==> src/rtl/fp_op_sequencer.sv <==
// fp_op_sequencer: front end of the single-precision ALU; resolves IEEE special cases locally, sends the rest to the shared core.
// Latency: accept -> CHECK -> DONE (special) or accept -> CHECK -> BUSY (core cycles, watchdog CORE_TIMEOUT) -> DONE.
// Backpressure: in_ready only in IDLE; result held in DONE until out_ready; in_ready never depends combinationally on out_ready.
// Build option FPSEQ_SPECIAL_BYPASS_EN: resolve special operands locally; undefined, every operation goes to the core.
module fp_op_sequencer #(
   parameter int CORE_TIMEOUT = 64
) (
   input  logic        clk,
   input  logic        rst,
   input  logic        in_valid,
   output logic        in_ready,
   input  logic [1:0]  op,
   input  logic [31:0] a,
   input  logic [31:0] b,
   output logic        core_start,
   output logic [1:0]  core_op,
   output logic [31:0] core_a,
   output logic [31:0] core_b,
   input  logic        core_done,
   input  logic [31:0] core_result,
   output logic        out_valid,
   input  logic        out_ready,
   output logic [31:0] result,
   output logic        res_zero,
   output logic        res_inf,
   output logic        res_nan,
   output logic        err_timeout
);

   localparam logic [1:0]  OP_ADD = 2'b00;
   localparam logic [1:0]  OP_SUB = 2'b01;
   localparam logic [1:0]  OP_MUL = 2'b10;
   localparam logic [31:0] QNAN   = 32'h7FC0_0000;
   // Counter only needs 0..CORE_TIMEOUT-1: the last BUSY cycle aborts instead of incrementing.
   localparam int               CNT_W    = $clog2(CORE_TIMEOUT);
   localparam logic [CNT_W-1:0] CNT_LAST = CNT_W'(CORE_TIMEOUT - 1);

   typedef enum logic [1:0] {IDLE, CHECK, BUSY, DONE} state_t;

   typedef struct packed {
      logic [1:0]  op;
      logic [31:0] a;
      logic [31:0] b;
   } fpReq_t;

   function automatic logic fpIsZero(input logic [30:0] m);
      return m == 31'd0;
   endfunction

   function automatic logic fpIsInf(input logic [30:0] m);
      return (m[30:23] == 8'hFF) && (m[22:0] == 23'd0);
   endfunction

   function automatic logic fpIsNan(input logic [30:0] m);
      return (m[30:23] == 8'hFF) && (m[22:0] != 23'd0);
   endfunction

   state_t           state;
   state_t           nextState;
   fpReq_t           req;
   logic [31:0]      resultReg;
   logic             errReg;
   logic [CNT_W-1:0] busyCnt;
   logic             special;
   logic [31:0]      specialVal;
   logic             acceptReq;
   logic             loadSpecial;
   logic             loadCore;
   logic             loadAbort;
   logic             clrCnt;
   logic             incCnt;
   logic             startPulse;

`ifdef FPSEQ_SPECIAL_BYPASS_EN
   logic aZero, aInf, aNan, bZero, bInf, bNan;
   logic sA, sB, sProd;

   assign aZero = fpIsZero(req.a[30:0]);
   assign aInf  = fpIsInf(req.a[30:0]);
   assign aNan  = fpIsNan(req.a[30:0]);
   assign bZero = fpIsZero(req.b[30:0]);
   assign bInf  = fpIsInf(req.b[30:0]);
   assign bNan  = fpIsNan(req.b[30:0]);
   assign sA    = req.a[31];
   // Subtraction is addition with the sign of b flipped.
   assign sB    = req.b[31] ^ (req.op == OP_SUB);
   assign sProd = req.a[31] ^ req.b[31];

   // Resolve IEEE special operand combinations from the registered request.
   always_comb begin
      special    = 1'b0;
      specialVal = 32'd0;
      if (aNan || bNan) begin
         special    = 1'b1;
         specialVal = QNAN;
      end else begin
         case (req.op)
            OP_ADD, OP_SUB: begin
               if (aInf && bInf && (sA != sB)) begin
                  special    = 1'b1;
                  specialVal = QNAN;
               end else if (aInf) begin
                  special    = 1'b1;
                  specialVal = {sA, 8'hFF, 23'd0};
               end else if (bInf) begin
                  special    = 1'b1;
                  specialVal = {sB, 8'hFF, 23'd0};
               end
            end
            OP_MUL: begin
               if ((aZero && bInf) || (aInf && bZero)) begin
                  special    = 1'b1;
                  specialVal = QNAN;
               end else if (aInf || bInf) begin
                  special    = 1'b1;
                  specialVal = {sProd, 8'hFF, 23'd0};
               end else if (aZero || bZero) begin
                  special    = 1'b1;
                  specialVal = {sProd, 31'd0};
               end
            end
            default: begin
               if ((aZero && bZero) || (aInf && bInf)) begin
                  special    = 1'b1;
                  specialVal = QNAN;
               end else if (aInf || bZero) begin
                  special    = 1'b1;
                  specialVal = {sProd, 8'hFF, 23'd0};
               end else if (aZero || bInf) begin
                  special    = 1'b1;
                  specialVal = {sProd, 31'd0};
               end
            end
         endcase
      end
   end
`else
   // Every operation is dispatched to the core.
   assign special    = 1'b0;
   assign specialVal = 32'd0;
`endif

   // State register.
   always_ff @(posedge clk) begin
      if (rst) begin
         state <= IDLE;
      end else begin
         state <= nextState;
      end
   end

   // Next-state decode and per-cycle control strobes.
   always_comb begin
      nextState   = state;
      acceptReq   = 1'b0;
      loadSpecial = 1'b0;
      loadCore    = 1'b0;
      loadAbort   = 1'b0;
      clrCnt      = 1'b0;
      incCnt      = 1'b0;
      startPulse  = 1'b0;
      case (state)
         IDLE: begin
            if (in_valid) begin
               acceptReq = 1'b1;
               nextState = CHECK;
            end
         end
         CHECK: begin
            if (special) begin
               loadSpecial = 1'b1;
               nextState   = DONE;
            end else begin
               startPulse = 1'b1;
               clrCnt     = 1'b1;
               nextState  = BUSY;
            end
         end
         BUSY: begin
            // A core_done in the final watchdog cycle still wins over the abort.
            if (core_done) begin
               loadCore  = 1'b1;
               nextState = DONE;
            end else if (busyCnt == CNT_LAST) begin
               loadAbort = 1'b1;
               nextState = DONE;
            end else begin
               incCnt = 1'b1;
            end
         end
         DONE: begin
            if (out_ready) begin
               nextState = IDLE;
            end
         end
         default: nextState = IDLE;
      endcase
   end

   // Request capture, watchdog counter, result and timeout flag.
   always_ff @(posedge clk) begin
      if (rst) begin
         req       <= '0;
         resultReg <= 32'd0;
         errReg    <= 1'b0;
         busyCnt   <= '0;
      end else begin
         if (acceptReq) begin
            req    <= {op, a, b};
            errReg <= 1'b0;
         end
         if (clrCnt) begin
            busyCnt <= '0;
         end else if (incCnt) begin
            busyCnt <= busyCnt + CNT_W'(1);
         end
         if (loadSpecial) begin
            resultReg <= specialVal;
         end else if (loadCore) begin
            resultReg <= core_result;
         end else if (loadAbort) begin
            resultReg <= QNAN;
            errReg    <= 1'b1;
         end
      end
   end

   assign in_ready    = (state == IDLE);
   assign out_valid   = (state == DONE);
   assign core_start  = startPulse;
   assign core_op     = req.op;
   assign core_a      = req.a;
   assign core_b      = req.b;
   assign result      = resultReg;
   assign err_timeout = errReg;
   assign res_zero    = fpIsZero(resultReg[30:0]);
   assign res_inf     = fpIsInf(resultReg[30:0]);
   assign res_nan     = fpIsNan(resultReg[30:0]);

endmodule

==> config.mk <==
export PLATFORM = sky130hd
export DESIGN_NAME = fp_op_sequencer
export DESIGN_NICKNAME = d
export VERILOG_FILES = /design/src/rtl/fp_op_sequencer.sv
export SDC_FILE = /design/constraint.sdc
export NUM_CORES = 1
export LEC_CHECK = 0
export CAP_MARGIN = 40
export CORE_ASPECT_RATIO = 1.4
export CORE_MARGIN = 4
export CORE_UTILIZATION = 40
export CTS_BUF_LIST = sky130_fd_sc_hd__clkbuf_8
export CTS_CLUSTER_DIAMETER = 50
export DETAILED_ROUTE_END_ITERATION = 7
export HOLD_SLACK_MARGIN = 0.1
export PLACE_DENSITY = 0.9
export SYNTH_ARGS = -nofsm -noshare
export SYNTH_HDL_FRONTEND = slang
export SYNTH_SLANG_ARGS = --single-unit
==> constraint.sdc <==
create_clock -name clk -period 1.8 [get_ports clk]
set_input_delay 0.36 -clock clk [delete_from_list [all_inputs] [get_ports clk]]
set_output_delay 0.36 -clock clk [all_outputs]
set_load 0.05 [all_outputs]
==> flow_summary_export.csv <==
group,metric,value,unit
layout,final_cells,777,
drt,avgViaCountPerCell,5.19,
worst_setup_path,arrival,1.72,ns
worst_setup_path,cp.required,1.44,ns
drt,detail_route.wl_per_cell,15.7,um
floorplan,die_w,91.0,um
pwr,p_leak,0.00259,uW
worst_setup_path,startpoint_type,"register",
timing,period_minus_slack,2.08,ns
timing,relSlewSlack,73.6,%
yosys,synth_cell_types,32,
worst_setup_path,endpoint_kind,"primary output",
floorplan,core_area,9460,sq um
clock_network,clkTransAtPathRegs,0.10,ns
global_routing,antenna_found_initial,1,
layout,fin_area,6260,sq um
yosys,seq_area_frac_synth,55.5,%
worst_setup_path,crit_type,"register to primary output",
outcome,violations,"negative setup slack",
worst_setup_path,reg2reg_from,"state[0]$_SDFFE_PP0P_",
placed_design,io_buffers,207,
placed_design,dp.cells,755,
yosys,synth_edf_count,0,
layout,final_net_count,770,
global_routing,grt_overflow_total,0,
layout,final-seq-area,2190,sq um
layout,drive_gt1_share,27.0,%
yosys,synth_nets,565,
worst_setup_path,crit_path_max_fanout,2,
drt,first_pass_iters,5,
outcome,outcome,"complete, but fails checks",
layout,final_cell_mix,"nand2_1, buf_4, clkdlybuf4s50_1, dfxtp_1, a21oi_1",
hold_path,min_path_type,"input pin to register",
floorplan,io_pins,208,
drt,drcViolationCount,0,
clock_network,clkLatencyLatePin,0.38,ns
layout,n_fill_cell,754,
timing,rsz0062_at_grt,"yes",
pwr,power_density,1360,nW/um^2
clock_network,htreeDepth,3,
floorplan,dieArea,11300,sq um
drt,vias,4031,
pwr,finalPower,8490,uW
drt,routed_wl,12.2,mm
timing,worst_slew_pin_slew,0.393,ns
worst_setup_path,cp-startpoint,"result[22]$_SDFFE_PP0P_",
yosys,ys_warn_count,0,
drt,drt_iter0_markers,177,
yosys,synth_flop_cell,"dfxtp_1",
yosys,synth_area_per_cell,8.46,sq um
drt,ant_nets,0,
clock_network,cts_tree,"yes",
floorplan,placementRows,42,
layout,final_common_cell,"nand2_1",
timing,setup_viol,3,
clock_network,cts-buffers-inserted,9,
yosys,ys_ff_latch,107,
placed_design,finalWeightedCongestion,0.842,
timing,period_share,116,%
clock_network,cts_buffer_depth,2,
global_routing,grtUsageTotal,21.0,%
layout,areaGrowthSynthToFinish,62.4,%
global_routing,grt_pass1_vias,3898,
yosys,syn_area,3860,sq um
floorplan,start_util,40.8,%
layout,multi_input_area,1680,sq um
timing,fin_tns_setup,-0.741,ns
placed_design,dpl_worst_slack,-0.0411,ns
flow_run,drv_cap,0,
placed_design,postPlaceCellArea,5990,sq um
pwr,irDropWorstVdd,0.980,mV
timing,setup_ws,-0.284,ns
yosys,async_flop_share,0,%
global_routing,grt_pass1_wl,19.0,mm
hold_path,hold_start,"rst",
clock_network,root_buffer,"clkbuf_8",
placed_design,place_hpwl,9.30,mm
clock_network,cts_hold_buffers,0,
floorplan,die_height,124,um
yosys,syn-instance-count,456,
timing,hold_violations,0,
clock_network,clock_sinks,107,
global_routing,grt_max_degree,69,
timing,fmax,0.480,GHz
timing,final_max_slew_viol_count,0,
timing,clock_skew,0.0112,ns
[Yosys cell counts, types with 2 or more instances]
master	count	area (sq um)
nor3_1	16	80.1
a22o_1	23	201
dfxtp_1	107	2140
o21ai_0	2	10.0
a31oi_1	5	31.3
nand4_1	4	25.0
nand2_1	148	556
buf_1	7	26.3
buf_2	5	25.0
nand2b_1	3	18.8
nand3_1	2	10.0
inv_1	2	7.51
ha_1	6	75.1
a21oi_1	72	360
and2_1	3	18.8
nor2_1	12	45.0
clkbuf_1	17	63.8
nor4_1	8	50.1
[worst paths after layout]
kind / endpoint / slack (ns) / depth (start not counted)
setup / recovery: res_inf / -0.28 / 5
setup reg to reg: busyCnt[5]$_SDFFE_PP0P_ / 0.09 / 6
hold reg to reg: core_b[16]$_SDFFE_PP0P_ / 0.46 / 2
hold / removal: result[30]$_SDFFE_PP0P_ / 0.36 / 2
[worst max-delay path: stages, from the launching register on]
cell and delay (ns):
dfxtp_2 0.34, nor4_4 0.28, nand4_1 0.19, buf_4 0.19, nor4_4 0.17, buf_12 0.18
[flip-flops by register name, summed over array words and instances (netlist names)]
name         cells
result          32
err_timeout      1
core_b          32
core_a          32
core_op          2
busyCnt          6
state            2
[stage by stage]
| step | hold slack (ns) | util (%) |
|---|---|---|
| floorplan | 0.469 | - |
| finish | 0.360 | 66.2 |
| CTS | 0.346 | 65.8 |
| global placement | 0.441 | 63.3 |
| detailed placement | 0.450 | 63.3 |
| global route | 0.365 | 66.2 |
[report_power, final]
part	internal (uW)	total (uW)	switching [uW]	leakage (uW)
Sequential	2740	2980	241	0.000888
Clock	513	1340	824	0.0000868
Combinational	1550	4170	2620	0.00162
[per-layer routing]
layer	track usage [%]	routed length, um	vias to the layer above
li1	-	-	1955
met4	10.9	424	0
met2	38.1	6410	186
met5	0	0	-
met1	23.6	4630	1856
met3	3.69	740	34
[cells by family after synthesis]
kind of cell    share of synthesized area (%)
buf+inv                                  3.18
flops                                    55.5
simple gates                             22.4
compound gates                           16.4
xor+xnor                                0.227
fa+ha+maj                                1.95
mux                                     0.259
[layout make-up]
class / instances / share of cell area (%)
inverter: 2 / 0.120
sequential: 107 / 35.0
antenna: 1 / 0.0400
clock buffer: 9 / 1.98
tap: 110 / 2.20
multi-input combinational: 318 / 26.9
timing repair buffer: 223 / 33.0
clock inverter: 7 / 0.839
[repair_timing]
item,in CTS,in global routing
pin swaps,5,5
setup buffers,4,1
gates resized for setup,5,5
endpoints found under the setup margin,3,6
No activity file was read; power rests on OpenSTA's default activity.
